===== src/rtl/vec_mac_engine.sv =====
// Serial-load vector multiply/add engine: f = sum_i sat_or_wrap(a_i*b_i + d_i).
// Latency: out_valid rises LANES edges after the edge that accepts d[LANES-1].
// Backpressure: in_ready only while loading; result held in DONE until out_ready.
module vec_mac_engine #(
  parameter int WIDTH = 8,
  parameter int LANES = 4,
  parameter int CW    = $clog2(LANES)
) (
  input  logic             clk,
  input  logic             reset,
  input  logic             abort,
  input  logic             mode,
  input  logic [WIDTH-1:0] next_in,
  input  logic             in_valid,
  output logic             in_ready,
  output logic [WIDTH-1:0] f,
  output logic             out_valid,
  input  logic             out_ready,
  output logic             busy
);

  typedef enum logic [2:0] {IDLE, LOAD_A, LOAD_B, LOAD_D, COMPUTE, DONE} state_t;

  localparam logic [CW-1:0]    LAST = CW'(LANES - 1);
  localparam logic [WIDTH-1:0] MAXV = '1;

  state_t           state, state_nxt;
  logic [CW-1:0]    cnt;
  logic [WIDTH-1:0] acc;
  logic             mode_q;
  logic [WIDTH-1:0] a_q [LANES];
  logic [WIDTH-1:0] b_q [LANES];
  logic [WIDTH-1:0] d_q [LANES];

  logic             accept, last;
  logic [2*WIDTH-1:0] prod_full;
  logic [WIDTH-1:0]   prod, term, acc_nxt;
  logic [WIDTH:0]     term_full, acc_full;

  // in_ready is forced low while reset is held so nothing upstream sees a ready IDLE
  assign in_ready = reset && (state inside {IDLE, LOAD_A, LOAD_B, LOAD_D});
  assign accept   = in_valid && in_ready && !abort;
  assign last     = (cnt == LAST);
  assign busy     = (state != IDLE);

  // One lane of arithmetic; each stage clamps independently in saturate mode
  always_comb begin
    prod_full = {{WIDTH{1'b0}}, a_q[cnt]} * {{WIDTH{1'b0}}, b_q[cnt]};
    prod      = (mode_q && |prod_full[2*WIDTH-1:WIDTH]) ? MAXV : prod_full[WIDTH-1:0];
    term_full = {1'b0, prod} + {1'b0, d_q[cnt]};
    term      = (mode_q && term_full[WIDTH]) ? MAXV : term_full[WIDTH-1:0];
    acc_full  = {1'b0, acc} + {1'b0, term};
    acc_nxt   = (mode_q && acc_full[WIDTH]) ? MAXV : acc_full[WIDTH-1:0];
  end

  // State register
  always_ff @(posedge clk or negedge reset) begin
    if (!reset) state <= IDLE;
    else        state <= state_nxt;
  end

  // Next-state logic; abort overrides every transition
  always_comb begin
    state_nxt = state;
    case (state)
      IDLE:    if (accept)         state_nxt = LOAD_A;
      LOAD_A:  if (accept && last) state_nxt = LOAD_B;
      LOAD_B:  if (accept && last) state_nxt = LOAD_D;
      LOAD_D:  if (accept && last) state_nxt = COMPUTE;
      COMPUTE: if (last)           state_nxt = DONE;
      DONE:    if (out_ready)      state_nxt = IDLE;
      default:                     state_nxt = IDLE;
    endcase
    if (abort) state_nxt = IDLE;
  end

  // Datapath: vector capture, lane counter, accumulator and result register
  always_ff @(posedge clk or negedge reset) begin
    if (!reset) begin
      cnt       <= '0;
      acc       <= '0;
      f         <= '0;
      out_valid <= 1'b0;
      mode_q    <= 1'b0;
      for (int i = 0; i < LANES; i++) begin
        a_q[i] <= '0;
        b_q[i] <= '0;
        d_q[i] <= '0;
      end
    end else if (abort) begin
      cnt       <= '0;
      acc       <= '0;
      out_valid <= 1'b0;
    end else begin
      case (state)
        IDLE: if (accept) begin
          a_q[0] <= next_in;
          mode_q <= mode;
          cnt    <= CW'(1);
        end
        LOAD_A: if (accept) begin
          a_q[cnt] <= next_in;
          cnt      <= last ? '0 : cnt + CW'(1);
        end
        LOAD_B: if (accept) begin
          b_q[cnt] <= next_in;
          cnt      <= last ? '0 : cnt + CW'(1);
        end
        LOAD_D: if (accept) begin
          d_q[cnt] <= next_in;
          cnt      <= last ? '0 : cnt + CW'(1);
          if (last) acc <= '0;
        end
        COMPUTE: begin
          acc <= acc_nxt;
          cnt <= last ? '0 : cnt + CW'(1);
          if (last) begin
            f         <= acc_nxt;
            out_valid <= 1'b1;
          end
        end
        DONE: if (out_ready) out_valid <= 1'b0;
        default: ;
      endcase
    end
  end

endmodule


===== config.mk =====
export PLATFORM = sky130hd
export DESIGN_NAME = vec_mac_engine
export DESIGN_NICKNAME = d
export VERILOG_FILES = /design/src/rtl/vec_mac_engine.sv
export SDC_FILE = /design/constraint.sdc
export NUM_CORES = 1
export LEC_CHECK = 0
export ABC_AREA = 1
export CAP_MARGIN = 20
export CORE_ASPECT_RATIO = 1.5
export CORE_MARGIN = 5
export CORE_UTILIZATION = 25
export DETAILED_ROUTE_END_ITERATION = 10
export HOLD_SLACK_MARGIN = 0.02
export RECOVER_POWER = 50
export SYNTH_ARGS = -nofsm -noshare
export SYNTH_HDL_FRONTEND = slang
export SYNTH_SLANG_ARGS = --single-unit

===== constraint.sdc =====
create_clock -name clk -period 16.9 [get_ports clk]
set_input_delay 3.38 -clock clk [delete_from_list [all_inputs] [get_ports clk]]
set_output_delay 3.38 -clock clk [all_outputs]
set_load 0.05 [all_outputs]

### Yosys cells after proc, flatten, opt, wreduce, memory -nomap -nowiden

Cells that the tools add are included.

| cells by class | value |
|---|---|
| add/subtract/negate cells | 3 |
| multipliers | 1 |
| $lt $le $gt $ge | 2 |
| equal/unequal tests | 17 |
| muxes and demuxes | 41 |
| bitwise operators | 2 |
| reduce and logical (&&, ||, !) cells | 28 |

Operator list:

| kind | number |
|---|---|
| $mux 8 | 14 |
| $bwmux 32 | 3 |
| $bmux 8 s2 | 3 |
| $mux 32 | 1 |
| $pmux 8 s2 | 2 |
| $reduce_and 3->1 | 8 |
| $mux 3 | 7 |
| $add 8x8->9 | 2 |
| $pmux 3 s6 | 1 |
| $demux 8 s2 | 1 |
| $mul 8x8->16 | 1 |
| $ne 3x3->1 const B | 5 |
| $ne 3x2->1 const B | 3 |
| $reduce_bool 3->1 | 3 |
| $logic_and 1x1->1 | 8 |
| $mux 2 | 4 |
| $reduce_bool 4->1 | 2 |
| $reduce_or 8->1 | 1 |
| $eq 3x2->1 const B | 2 |
| $eq 3x3->1 const B | 2 |
| $pmux 2 s3 | 1 |
| $reduce_and 6->1 | 1 |
| $ne 2x2->1 const B | 2 |
| $reduce_and 4->1 | 1 |
| other kinds (14) | 16 |

| word-level totals | value |
|---|---|
| bits in registers | 119 |
| output and inout bits | 11 |
| word-level logic and storage cells | 112 |

### Depth between registers and ports, before layout

| logic depth | value |
|---|---|
| word-level depth | 16 |
| depth in mapped cells | 50 |
| mapped depth without buffers | 50 |

### Least setup slack after synthesis

OpenSTA, ideal clock, no wires.

| path | value |
|---|---|
| path type | reg-to-reg |
| start | register cnt[0] |
| end | register acc[0] |
| library setup time | 0.116 ns |
| arrival | 7.261 ns |
| slack | 9.523 ns |
| cell stages (with the launch flop) | 44 |
| buffers on the path | 2 |
| period minus slack after synthesis | 7.377 ns |
| path through | dfrtp_1 -> inv_1 -> buf_1 -> nand2_1 -> a32oi_1 -> nand2_1 -> fa_1 -> fa_1 -> fa_1 -> inv_1 -> fa_1 -> ha_1 -> nand2_1 -> inv_1 -> a21oi_1 -> nand3b_1 -> nand2_1 -> nand2_1 -> (+8 left out) -> o21ai_0 -> nand2_1 -> nand2_1 -> o211ai_1 -> nand2_1 -> nand2_1 -> ha_1 -> inv_1 -> fa_1 -> nand3b_1 -> nand2_1 -> nand4_1 -> o211ai_1 -> nand2_1 -> clkbuf_1 -> nand2_1 -> nand2_1 -> nand2_1 |

| between the ends | value |
|---|---|
| cells in the longest elaborated chain, start to end | 16 |
| elaborated cells between the ends (all ways) | 25 |
| those cells by class | 2 x add/sub; 1 x mul; 2 x eq/ne; 14 x mux; 1 x bitwise; 5 x reduce/logical |

Ends and longest elaborated chain:

| element | line | RTL |
|---|---|---|
| start: declaration | 28 | `logic [CW-1:0] cnt;` |
| start signal: assignment | 103 | `cnt <= last ? '0 : cnt + CW'(1);` |
| start signal: assignment | 107 | `cnt <= last ? '0 : cnt + CW'(1);` |
| start signal: assignment | 111 | `cnt <= last ? '0 : cnt + CW'(1);` |
| $not 2->3 (implied by the code) | 48, 50 |  |
| $bmux 8 s2 | 48 | `prod_full = {{WIDTH{1'b0}}, a_q[cnt]} * {{WIDTH{1'b0}}, b_q[cnt]};` |
| $mux 8 (implied by the code) (2 in series) | 48 |  |
| $mul 8x8->16 | 48 |  |
| $reduce_or 8->1 | 49 | `prod = (mode_q && \|prod_full[2*WIDTH-1:WIDTH]) ? MAXV : prod_full[WIDTH-1:0];` |
| $logic_and 1x1->1 | 49 |  |
| $mux 8 | 49 |  |
| $add 8x8->9 | 50 | `term_full = {1'b0, prod} + {1'b0, d_q[cnt]};` |
| $logic_and 1x1->1 | 51 | `term = (mode_q && term_full[WIDTH]) ? MAXV : term_full[WIDTH-1:0];` |
| $mux 8 | 51 |  |
| $add 8x8->9 | 52 | `acc_full = {1'b0, acc} + {1'b0, term};` |
| $logic_and 1x1->1 | 53 | `acc_nxt = (mode_q && acc_full[WIDTH]) ? MAXV : acc_full[WIDTH-1:0];` |
| $mux 8 | 53 |  |
| $pmux 8 s2 | 95 | `case (state)` |
| $mux 8 | 90 | `end else if (abort) begin` |
| end signal: assignment | 115 | `acc <= acc_nxt;` |
| end: declaration | 29 | `logic [WIDTH-1:0] acc;` |

Parallel ways exist; a longest one is shown, timed or not. The select of a mux whose other input is x is not followed.
A chain may end at the register's enable or synchronous reset.

### Final worst setup path

| path | value |
|---|---|
| start | input reset |
| end | output in_ready |

| between the ends | value |
|---|---|
| cells in the longest elaborated chain, start to end | 1 |

Ends and longest elaborated chain:

| element | line | RTL |
|---|---|---|
| start: declaration | 10 | `input logic reset,` |
| $logic_and 1x1->1 | 41 | `assign in_ready = reset && (state inside {IDLE, LOAD_A, LOAD_B, LOAD_D});` |
| end: declaration | 15 | `output logic in_ready,` |

Every way passes these cells.

==> results.sh <==
export IMPL_numCtsBuffers=17
export IMPL_cts_sink_count=119
export IMPL_portBuffers=24
export IMPL_slew_violations=114
export IMPL_io_pins=25
export IMPL_r2r_end="acc[2]"
export IMPL_synth_commonest_cells="nand2_1, inv_1, dfrtp_1"
export IMPL_overflow=0
export IMPL_firstDrtPassIters=5
export IMPL_slowest_delay_ps=1660
export IMPL_peakVddDrop_v=0.0001445
export IMPL_hold_depth=2
export IMPL_grt_pass1_vias=7135
export IMPL_seq_area_frac_synth_pct=35.56
export IMPL_max_cap_violations=2
export IMPL_vias=7041
export IMPL_worst_hold_path_type="flip-flop to flip-flop"
export IMPL_syn_avg_cell_area_um2=7.724
export IMPL_synth_top_area_share_pct=35.56
export IMPL_crit_path_start_kind="primary input"
export IMPL_syn_nets=1192
export IMPL_regToRegSetupSlack_ps=7880
export IMPL_path_cells="clkbuf_1 -> inv_1 -> nor2_1 -> clkdlybuf4s50_1"
export IMPL_grt_usage_pct=12.02
export IMPL_cts_hold_repair_buffers=0
export IMPL_worst_slew_pin_slew_ps=3804
export IMPL_initial_core_util_pct=25.19
export IMPL_synth_edf_count=0
export IMPL_synth_cell_types=39
export IMPL_endpoint_kind="output pin"
export IMPL_clockBufferDepth=2
export IMPL_ys_flop_type="dfrtp_1"
export IMPL_internal_power_w=0.001083
export IMPL_switching_share_pct=50.53
export IMPL_grt_max_degree=80
export IMPL_finalSetupViolCount=0
export IMPL_slew_limit_headroom_pct=-153.6
export IMPL_reg2reg_from="cnt[0]"
export IMPL_cts_root_buf="clkbuf_16"
export IMPL_cp_max_fo=42
export IMPL_postCtsResizedCells=0
export IMPL_synth_cells=1084
export IMPL_dieWidth_um=159.4
export IMPL_power_density_nw_per_um2=229.4
export IMPL_cts_setup_buffers=0
export IMPL_pwr_share_clk_pct=16.5
export IMPL_drtAntennaViolNets=0
export IMPL_antenna_found_initial=0
export IMPL_hold_start="d_q[8]"
export IMPL_async_reset_ff_share_pct=100.0
export IMPL_place_inst=1494
export IMPL_wire_per_inst_um=14.42
export IMPL_finalHoldViolations=0
export IMPL_p_switching_w=0.001106
export IMPL_yosysMostFrequentCell="nand2_1"
export IMPL_place_congestion=0.9181
export IMPL_crit_required_ps=13520
export IMPL_rows=82
export IMPL_viasPerCell=4.611
export IMPL_clock_latency_ps=420
export IMPL_synth_top_cell_by_area="dfrtp_1"
export IMPL_power_leakage_nw=4.711
export IMPL_pwr_share_comb_pct=66.4
export IMPL_min_period_over_period_pct=56.94
export IMPL_path_class="primary input to output pin"
export IMPL_netlist_top_cells_area="dfrtp_1, nand2_1, fa_1"
export IMPL_finClkSkew_ps=10.04
export IMPL_hold_path_end="d_q[8]"
export IMPL_rsz0062_at_grt="false"
export IMPL_violations="max-capacitance violations, max-slew violations"
export IMPL_dp_hpwl_um=16720
export IMPL_ys_ff_latch=119
export IMPL_ys_warn_count=0
export IMPL_seq_power_share_pct=17.1
export IMPL_dieArea_um2=37330
export IMPL_run_status="finished with violations"
export IMPL_areaGrowthSynthToFinish_pct=13.93
export IMPL_fin_tns_setup_ps=0
export IMPL_path_clk_slew_ps=50
export IMPL_nNetsFinal=1202
export IMPL_dieHeight_um=234.1
export IMPL_fill_cells=3593
export IMPL_max_clock_freq_ghz=0.1039
export IMPL_stdcell_count=1527
export IMPL_grt_first_pass_wirelength_um=36290
export IMPL_drive_above_1_share_pct=5.601
export IMPL_drc=0
export IMPL_core_um2=33240
export IMPL_arrival_ps=6240
export IMPL_critPathSlowestCell="clkbuf_1"
export IMPL_h_tree_depth=4
export IMPL_synthesis_area_um2=8373
export IMPL_cts_tree="done"
export IMPL_diodes=0
export IMPL_r2r_cells=46
export IMPL_drt_iter0_markers=409
export IMPL_routed_wl_um=22020
export IMPL_fin_crit_ps=9623
layer usage:
layer	part of all wire, %	global-route usage [%]
met1	41	13.34
met5	0	0
met3	2.8	2.110
met4	4.1	5.655
met2	52	22.24
cell usage in the layout (no fill, tap or decap), types with 3 or more instances in the layout:
| cell type | netlist | routed |
|---|---|---|
| a21oi_1 | 39 | 39 |
| a31oi_1 | 6 | 6 |
| a32oi_1 | 15 | 15 |
| buf_4 | 4 | 3 |
| clkbuf_1 | 18 | 3 |
| clkbuf_16 | 0 | 17 |
| clkdlybuf4s50_1 | 0 | 23 |
| clkinv_2 | 0 | 3 |
| clkinvlp_4 | 0 | 4 |
| dfrtp_1 | 119 | 119 |
| fa_1 | 38 | 38 |
| ha_1 | 56 | 56 |
| inv_1 | 145 | 145 |
| inv_2 | 3 | 3 |
| inv_6 | 0 | 3 |
| nand2_1 | 317 | 318 |
| nand2_2 | 9 | 8 |
| nand3_1 | 31 | 31 |
| nand3b_1 | 6 | 6 |
| nand4_1 | 9 | 9 |
| nor2_1 | 90 | 93 |
| o21ai_0 | 72 | 72 |
| o21ai_1 | 42 | 42 |
| o21ai_2 | 8 | 8 |
| o22ai_1 | 8 | 8 |
| xnor2_1 | 6 | 6 |
| xor2_1 | 5 | 5 |
critical path, delay by kind of cell:
family | cells | cell delay [ps]
simple gates | 1 | 220
buf+inv | 3 | 2610
worst max path at each step:
stage | start | end | slack (ps) | cells after the start
6_report | reset | in_ready | 7280 | 4
5_1_grt | reset | in_ready | 6830 | 4
4_1_cts | cnt[0] | f[7] | 7970 | 41
3_5_place_dp | cnt[0] | f[7] | 8030 | 44
3_3_place_gp | cnt[0] | acc[2] | 8090 | 43
2_1_floorplan | cnt[0] | acc[0] | 9520 | 43
sequential cells by signal, summed over array words and instances, names as in the netlist:
register and count:
a_q 32, b_q 32, d_q 32, acc 8
f 8, state 3, cnt 2, mode_q 1
out_valid 1
metrics by stage:
| stage | hold WS, ps | area, um2 | setup WS (ps) | power (W) | util, % |
|---|---|---|---|---|---|
| global route | 504.3 | 9539 | 6827 | 0.002429 | 28.70 |
| floorplan | 449.6 | 8373 | 9523 | 0.001487 | - |
| global placement | 460.5 | 8980 | 8087 | 0.001818 | 27.01 |
| CTS | 485.7 | 9568 | 7972 | 0.002206 | 28.78 |
| finish | 484.5 | 9539 | 7277 | 0.002188 | 28.70 |
| detailed placement | 471.1 | 8980 | 8033 | 0.001827 | 27.01 |
power groups by stage:
stage	registers, W	logic, W	clock network (W)
global placement	0.000377	0.00144	0
finish	0.000374	0.00145	0.000361
floorplan	0.000368	0.00112	0
global route	0.000381	0.00167	0.000382
detailed placement	0.000378	0.00145	0
CTS	0.000374	0.00147	0.000367
kinds of logic after synthesis:
logic type,Yosys count,synth area share (%)
and+or+nand+nor,475,23.49
AOI/OAI and AO/OA,198,13.34
buffers and inverters,186,8.861
DFF,119,35.56
adders and majority gates,94,17.45
xor gates and xnor gates,11,1.151
muxes,1,0.1345
final cells by class:
type | instances | area (um2) | share of cell area [%]
Sequential cell | 119 | 2978 | 31.22
Timing Repair Buffer | 29 | 264.0 | 2.768
Inverter | 148 | 555.5 | 5.824
Multi-Input combinational cell | 779 | 4628 | 48.52
Clock buffer | 18 | 439.2 | 4.604
Tap cell | 420 | 525.5 | 5.509
Clock inverter | 14 | 148.9 | 1.561
Power figures use the tool's default switching activity.
